## config.mk

```make
export PLATFORM = sky130hd
export DESIGN_NAME = urv_timer_cmp
export DESIGN_NICKNAME = d
export VERILOG_FILES = /design/src/rtl/urv_defs.sv /design/src/rtl/urv_timer_cmp.sv
export SDC_FILE = /design/constraint.sdc
export NUM_CORES = 1
export LEC_CHECK = 0
export ABC_AREA = 1
export CAP_MARGIN = 0
export CORE_ASPECT_RATIO = 1.25
export CORE_MARGIN = 1
export CORE_UTILIZATION = 47
export DETAILED_ROUTE_END_ITERATION = 8
export PLACE_DENSITY = 0.69
export SLEW_MARGIN = 25
export SYNTH_ARGS = -nofsm -noshare
export SYNTH_HDL_FRONTEND = slang
export SYNTH_SLANG_ARGS = --single-unit
export TNS_END_PERCENT = 20
```

## constraint.sdc

```tcl
create_clock -name clk_i -period 6.7 [get_ports clk_i]
set_input_delay 1.34 -clock clk_i [delete_from_list [all_inputs] [get_ports clk_i]]
set_output_delay 1.34 -clock clk_i [all_outputs]
set_load 0.005 [all_outputs]
```

## src/rtl/urv_defs.sv

```systemverilog
// Shared definitions for the timer compare unit: register map, CTRL/STATUS
// bit positions and the timer width.
package urv_defs;

  localparam int unsigned TIMER_W = 40;

  localparam logic [2:0] REG_TIME_LO = 3'd0;
  localparam logic [2:0] REG_TIME_HI = 3'd1;
  localparam logic [2:0] REG_CMP_LO  = 3'd2;
  localparam logic [2:0] REG_CMP_HI  = 3'd3;
  localparam logic [2:0] REG_PERIOD  = 3'd4;
  localparam logic [2:0] REG_CTRL    = 3'd5;
  localparam logic [2:0] REG_STATUS  = 3'd6;

  localparam int unsigned CTRL_EN       = 0;
  localparam int unsigned CTRL_PERIODIC = 1;
  localparam int unsigned CTRL_IRQ_EN   = 2;

  localparam int unsigned ST_PENDING = 0;
  localparam int unsigned ST_ARMED   = 1;
  localparam int unsigned ST_OVERRUN = 2;

endpackage

```

## src/rtl/urv_timer_cmp.sv

```systemverilog
// Timer alarm/compare unit: 40-bit compare against the core tick count, level
// interrupt, one-shot or auto-reload, plus a tear-free 40-bit time read.
module urv_timer_cmp
  import urv_defs::*;
#(
  parameter int g_with_periodic = 1
) (
  input  logic                clk_i,
  input  logic                rst_n_i,
  input  logic [TIMER_W-1:0]  time_i,
  input  logic [2:0]          addr_i,
  input  logic [31:0]         data_i,
  output logic [31:0]         data_o,
  input  logic                wr_i,
  input  logic                rd_i,
  output logic                ack_o,
  output logic                irq_o
);

  logic [TIMER_W-1:0] cmp_q, cmp_d;
  logic [31:0]        period_q, period_d;
  logic               en_q, en_d;
  logic               periodic_q, periodic_d;
  logic               irq_en_q, irq_en_d;
  logic               pending_q, pending_d;
  logic               armed_q, armed_d;
  logic               overrun_q, overrun_d;
  logic               hit_q, hit_d;
  logic [7:0]         shadow_q, shadow_d;
  logic [31:0]        data_q, data_d;
  logic               ack_q, ack_d;

  logic wr_cmp;
  logic wr_status;
  logic hit_take;

  assign wr_cmp    = wr_i & ((addr_i == REG_CMP_LO) | (addr_i == REG_CMP_HI));
  assign wr_status = wr_i & (addr_i == REG_STATUS);
  // A compare-register write in the same cycle discards the pending hit entirely.
  assign hit_take  = hit_q & ~wr_cmp;

  always_comb begin
    cmp_d      = cmp_q;
    period_d   = period_q;
    en_d       = en_q;
    periodic_d = periodic_q;
    irq_en_d   = irq_en_q;
    armed_d    = armed_q;
    shadow_d   = shadow_q;
    data_d     = data_q;
    ack_d      = rd_i | wr_i;

    if (hit_take) begin
      if (periodic_q && (period_q != 32'd0)) begin
        cmp_d = cmp_q + {8'b0, period_q};
      end else begin
        armed_d = 1'b0;
      end
    end

    // Hit sets win over a simultaneous write-one-to-clear.
    pending_d = hit_take |
                (pending_q & ~(wr_status & data_i[ST_PENDING]));
    overrun_d = (hit_take & pending_q) |
                (overrun_q & ~(wr_status & data_i[ST_OVERRUN]));

    if (wr_i) begin
      unique case (addr_i)
        REG_CMP_LO: begin
          cmp_d[31:0] = data_i;
          armed_d     = 1'b0;
        end
        REG_CMP_HI: begin
          cmp_d[TIMER_W-1:32] = data_i[7:0];
          armed_d             = 1'b1;
        end
        REG_PERIOD: period_d = data_i;
        REG_CTRL: begin
          en_d       = data_i[CTRL_EN];
          periodic_d = (g_with_periodic != 0) & data_i[CTRL_PERIODIC];
          irq_en_d   = data_i[CTRL_IRQ_EN];
        end
        default: ;
      endcase
    end

    if (rd_i) begin
      unique case (addr_i)
        REG_TIME_LO: begin
          data_d   = time_i[31:0];
          shadow_d = time_i[TIMER_W-1:32];
        end
        REG_TIME_HI: data_d = {24'b0, shadow_q};
        REG_CMP_LO:  data_d = cmp_q[31:0];
        REG_CMP_HI:  data_d = {24'b0, cmp_q[TIMER_W-1:32]};
        REG_PERIOD:  data_d = period_q;
        REG_CTRL:    data_d = {29'b0, irq_en_q, periodic_q, en_q};
        REG_STATUS:  data_d = {29'b0, overrun_q, armed_q, pending_q};
        default:     data_d = 32'b0;
      endcase
    end

    // Compare against the post-edge state so a reload is checked next cycle (catch-up).
    hit_d = en_d & armed_d & (time_i >= cmp_d);
  end

  always_ff @(posedge clk_i or negedge rst_n_i) begin
    if (!rst_n_i) begin
      cmp_q      <= '0;
      period_q   <= '0;
      en_q       <= 1'b0;
      periodic_q <= 1'b0;
      irq_en_q   <= 1'b0;
      pending_q  <= 1'b0;
      armed_q    <= 1'b0;
      overrun_q  <= 1'b0;
      hit_q      <= 1'b0;
      shadow_q   <= '0;
      data_q     <= '0;
      ack_q      <= 1'b0;
    end else begin
      cmp_q      <= cmp_d;
      period_q   <= period_d;
      en_q       <= en_d;
      periodic_q <= periodic_d;
      irq_en_q   <= irq_en_d;
      pending_q  <= pending_d;
      armed_q    <= armed_d;
      overrun_q  <= overrun_d;
      hit_q      <= hit_d;
      shadow_q   <= shadow_d;
      data_q     <= data_d;
      ack_q      <= ack_d;
    end
  end

  assign data_o = data_q;
  assign ack_o  = ack_q;
  assign irq_o  = pending_q & irq_en_q;

endmodule

```

==> metrics.txt <==
# TYPE chip_impl_metric gauge
chip_impl_metric{name="areaGrowthSynthToFinish",unit="%"} 20.6
chip_impl_metric{name="met1_usage",unit=""} 0.368
chip_impl_metric{name="die_h",unit="µm"} 162
chip_impl_metric{name="grt_pass1_vias",unit=""} 9793
chip_impl_metric{name="cts_hold_repair.buffers",unit=""} 0
chip_impl_metric{name="critical_path.max_fanout",unit=""} 36
chip_impl_metric{name="share_seq_of_total_power",unit=""} 0.242
chip_impl_metric{name="port-buffer-count",unit=""} 112
chip_impl_metric{name="met2_usage",unit=""} 0.590
chip_impl_metric{name="drv_cap",unit=""} 0
chip_impl_metric{name="antenna-diode-count",unit=""} 0
chip_impl_metric{name="final.setup.tns",unit="ns"} 0
chip_impl_metric{name="tritoncts_num_sinks",unit=""} 120
chip_impl_metric{name="fin_total_pwr",unit="µW"} 4790
chip_impl_metric{name="clock_insertion_delay_worst_skew",unit="ns"} 0.43
chip_impl_metric{name="worst_ir_drop_vdd",unit="V"} 0.000226
chip_impl_metric{name="layout-drive-gt1-share",unit=""} 0.0761
chip_impl_metric{name="area_taken_by_multi_input_logic_gates",unit="µm²"} 5620
chip_impl_metric{name="effective_utilization_at_floorplan",unit=""} 0.480
chip_impl_info{name="cts-root-buf",value="sky130_fd_sc_hd__clkbuf_16"} 1
chip_impl_metric{name="proportion_of_register_bits_with_asynchronous_set_or_reset_after_synthesis",unit=""} 1.00
chip_impl_metric{name="synth.cell_area",unit="µm²"} 9650
chip_impl_metric{name="fillCellCount",unit=""} 2000
chip_impl_metric{name="placementRows",unit=""} 58
chip_impl_metric{name="seq_area_frac_synth",unit=""} 0.311
chip_impl_metric{name="grt_max_degree",unit=""} 67
chip_impl_metric{name="yosysUniqueCellTypes",unit=""} 45
chip_impl_metric{name="p_per_area",unit="nW/µm²"} 412
chip_impl_info{name="start_kind",value="input pin"} 1
chip_impl_info{name="crit_type",value="input pin to register"} 1
chip_impl_info{name="outcome",value="finished clean"} 1
chip_impl_metric{name="wire_per_inst",unit="µm"} 18.8
chip_impl_info{name="setup_repair_after_global_routing_missed_its_margin",value="no"} 1
chip_impl_metric{name="post_cts_buffers",unit=""} 0
chip_impl_metric{name="leakage_component_of_the_power",unit="µW"} 0.00611
chip_impl_info{name="tritoncts",value="done"} 1
chip_impl_metric{name="viasPerCell",unit=""} 5.45
chip_impl_metric{name="post_synthesis_average_cell_area",unit="µm²"} 6.76
chip_impl_metric{name="path_clk_slew",unit="ns"} 0.06
chip_impl_info{name="ys_dominant_reg_cell",value="sky130_fd_sc_hd__dfrtp_1"} 1
chip_impl_metric{name="globalRoute.totalOverflow",unit=""} 0
chip_impl_metric{name="drt_iter0_markers",unit=""} 624
chip_impl_metric{name="seq_area",unit="µm²"} 3000
chip_impl_metric{name="timing_max_transition_violations_final",unit=""} 0
chip_impl_metric{name="first_pass_iters",unit=""} 7
chip_impl_metric{name="pin_count",unit=""} 113
chip_impl_metric{name="dieWidth",unit="µm"} 130
chip_impl_metric{name="totalWireLength",unit="µm"} 34300
chip_impl_metric{name="worst_ep_required_time",unit="ns"} 7.02
chip_impl_metric{name="final_net_count",unit=""} 1689
chip_impl_metric{name="final_antenna_net_count",unit=""} 0
chip_impl_metric{name="cp.arrival",unit="ns"} 5.01
chip_impl_metric{name="syn-num-nets",unit=""} 1581
chip_impl_metric{name="drt_drc_violations_left",unit=""} 0
chip_impl_metric{name="htree_levels",unit=""} 4
chip_impl_metric{name="dr_total_vias",unit=""} 9912
chip_impl_metric{name="synth_edf_count",unit=""} 0
chip_impl_metric{name="slew_headroom",unit=""} 0.413
chip_impl_metric{name="cts.repair.resized",unit=""} 0
chip_impl_metric{name="numCtsBuffers",unit=""} 17
chip_impl_metric{name="internal_power",unit="µW"} 2470
chip_impl_metric{name="core",unit="µm²"} 20100
chip_impl_metric{name="setup_violators_final",unit=""} 0
chip_impl_metric{name="p_clk_frac",unit=""} 0.209
chip_impl_info{name="busiest_layer",value="met2"} 1
chip_impl_metric{name="p_sw_frac",unit=""} 0.484
chip_impl_metric{name="layout_min_cycle_time",unit="ns"} 4.69
chip_impl_metric{name="place.gp.congestion",unit=""} 1.02
chip_impl_metric{name="grt_pass1_wl",unit="µm"} 53000
chip_impl_metric{name="ys_seq_elements",unit=""} 120
chip_impl_metric{name="hold_viol_final",unit=""} 0
chip_impl_metric{name="die_area",unit="µm²"} 21100
chip_impl_metric{name="grt_usage",unit=""} 0.340
chip_impl_metric{name="tightest_slew",unit="ns"} 0.881
chip_impl_info{name="worst_setup_path_end_kind",value="register"} 1
chip_impl_metric{name="clockBufferDepth",unit=""} 2
chip_impl_metric{name="final.setup_skew",unit="ns"} 0.0126
chip_impl_info{name="min_path_type",value="register to register"} 1
chip_impl_metric{name="grtUsageMet3",unit=""} 0.0524
chip_impl_metric{name="dpl.hpwl",unit="µm"} 27400
chip_impl_metric{name="period_share",unit=""} 0.700
chip_impl_metric{name="timing.fmax",unit="MHz"} 213
chip_impl_metric{name="synthCells",unit=""} 1429
chip_impl_metric{name="p_sw",unit="µW"} 2320
chip_impl_metric{name="power.combinational.fraction",unit=""} 0.549
chip_impl_metric{name="yosysWarnings",unit=""} 0
chip_impl_metric{name="grt_antenna_before_repair",unit=""} 0
## cells in the mapped netlist, types with 6 or more instances
cell type | instances | area share
sky130_fd_sc_hd__nor2_1 | 124 | 0.048
sky130_fd_sc_hd__nand4_1 | 13 | 0.0084
sky130_fd_sc_hd__inv_1 | 229 | 0.089
sky130_fd_sc_hd__o22ai_1 | 6 | 0.0039
sky130_fd_sc_hd__nor3_1 | 11 | 0.0057
sky130_fd_sc_hd__xnor2_1 | 7 | 0.0064
sky130_fd_sc_hd__a31oi_1 | 11 | 0.0071
sky130_fd_sc_hd__buf_2 | 9 | 0.0047
sky130_fd_sc_hd__ha_1 | 72 | 0.093
sky130_fd_sc_hd__nand3_1 | 70 | 0.036
sky130_fd_sc_hd__mux2_2 | 54 | 0.063
sky130_fd_sc_hd__or2_2 | 6 | 0.0039
sky130_fd_sc_hd__clkbuf_1 | 14 | 0.0054
sky130_fd_sc_hd__o211ai_1 | 17 | 0.013
sky130_fd_sc_hd__a21oi_1 | 76 | 0.039
sky130_fd_sc_hd__nand2_1 | 469 | 0.18
sky130_fd_sc_hd__dfrtp_1 | 120 | 0.31
sky130_fd_sc_hd__o21ai_0 | 63 | 0.033
## cell usage in the layout (no fill, tap or decap), types with 6 or more instances in the layout
cell type	n
sky130_fd_sc_hd__o211ai_1	17
sky130_fd_sc_hd__nand2_1	469
sky130_fd_sc_hd__mux2_2	54
sky130_fd_sc_hd__nand4_1	13
sky130_fd_sc_hd__clkbuf_16	17
sky130_fd_sc_hd__a31oi_1	11
sky130_fd_sc_hd__dfrtp_1	120
sky130_fd_sc_hd__buf_4	9
sky130_fd_sc_hd__inv_1	229
sky130_fd_sc_hd__a21oi_1	76
sky130_fd_sc_hd__o21ai_0	63
sky130_fd_sc_hd__nor3_1	10
sky130_fd_sc_hd__ha_1	72
sky130_fd_sc_hd__xnor2_1	7
sky130_fd_sc_hd__or2_2	6
sky130_fd_sc_hd__nand3_1	70
sky130_fd_sc_hd__o22ai_1	6
sky130_fd_sc_hd__nor2_1	124
sky130_fd_sc_hd__clkdlybuf4s50_1	110
## state kept, by name (all words and copies together), names as in the netlist
register / flops
hit_q: 1
ack_o: 1
shadow_q: 8
overrun_q: 1
irq_en_q: 1
data_o: 32
armed_q: 1
cmp_q: 40
pending_q: 1
period_q: 32
periodic_q: 1
en_q: 1
## power groups by stage
| stage | Sequential (µW) | Combinational (µW) | Clock, µW |
|---|---|---|---|
| after detailed placement | 1160 | 2580 | 0 |
| after CTS | 1150 | 2600 | 1010 |
| after global routing | 1170 | 2930 | 1040 |
| after floorplan | 1070 | 1760 | 0 |
| after global placement | 1160 | 2560 | 0 |
| final | 1160 | 2630 | 1000 |
## cell type report
cell class | instances | area share
Sequential cell | 120 | 0.258
Tap cell | 270 | 0.0290
Multi-Input combinational cell | 1044 | 0.483
Timing Repair Buffer | 120 | 0.101
Clock buffer | 18 | 0.0377
Clock inverter | 14 | 0.0160
Inverter | 234 | 0.0756
## per-layer routing
metal / vias up / share of wire / routed length, µm
met5: - / 0 / 0
met4: 0 / 0.077 / 2650
met3: 128 / 0.052 / 1790
met2: 430 / 0.50 / 17200
met1: 4561 / 0.37 / 12600
li1: 4793 / - / -
## final timing paths
check	startpoint	to	slack (ns)	depth (start not counted)
worst max-delay path	addr_i[2]	hit_q	2.01	19
worst max register to register	period_q[0]	hit_q	2.58	22
worst min register to register	data_o[0]	data_o[0]	0.50	1
worst min-delay path	data_o[0]	data_o[0]	0.50	1
min in group asynchronous	rst_n_i	period_q[19]	0.98	1
max in group asynchronous	rst_n_i	hit_q	4.38	2
## per-stage QoR
step / cell area, µm² / setup slack, ns / instances / util / hold WS [ns]
3_3_place_gp: 11000 / 1.70 / 1788 / 0.548 / 0.490
2_1_floorplan: 9650 / 3.16 / 1429 / - / 0.470
5_1_grt: 11600 / 1.70 / 1820 / 0.579 / 0.522
6_report: 11600 / 2.01 / 1820 / 0.579 / 0.505
3_5_place_dp: 11000 / 1.65 / 1788 / 0.548 / 0.494
4_1_cts: 11600 / 2.09 / 1820 / 0.579 / 0.508
## cell families (layout without fill, tap and decap cells)
| logic type | after synthesis | after routing | share of synthesized area |
|---|---|---|---|
| adder cells (fa/ha/maj) | 73 | 73 | 0.0954 |
| multiplexers | 54 | 54 | 0.0630 |
| flip-flops | 120 | 120 | 0.311 |
| AND/OR/NAND/NOR | 712 | 712 | 0.300 |
| buffers and inverters | 265 | 386 | 0.107 |
| AO/OA/AOI/OAI | 197 | 197 | 0.116 |
| XOR/XNOR | 8 | 8 | 0.00726 |
## worst max-delay path, cell delays in order
cell and delay (ns):
sky130_fd_sc_hd__clkdlybuf4s50_1 0.58, sky130_fd_sc_hd__nor3_2 0.07, sky130_fd_sc_hd__buf_4 0.22, sky130_fd_sc_hd__nand2_2 0.26, sky130_fd_sc_hd__buf_4 0.40, sky130_fd_sc_hd__clkinv_2 0.45
sky130_fd_sc_hd__o21ai_0 0.36, sky130_fd_sc_hd__nand2_1 0.09, sky130_fd_sc_hd__o21ai_0 0.08, sky130_fd_sc_hd__ha_1 0.27, sky130_fd_sc_hd__nand2_1 0.08, sky130_fd_sc_hd__inv_1 0.04
sky130_fd_sc_hd__o21ai_0 0.14, sky130_fd_sc_hd__a21oi_1 0.09, sky130_fd_sc_hd__o21a_1 0.19, sky130_fd_sc_hd__nor2_1 0.09, sky130_fd_sc_hd__nand4_1 0.11, sky130_fd_sc_hd__nand3_1 0.08
sky130_fd_sc_hd__inv_1 0.04
Note: power is estimated with default switching activity, not from simulation.
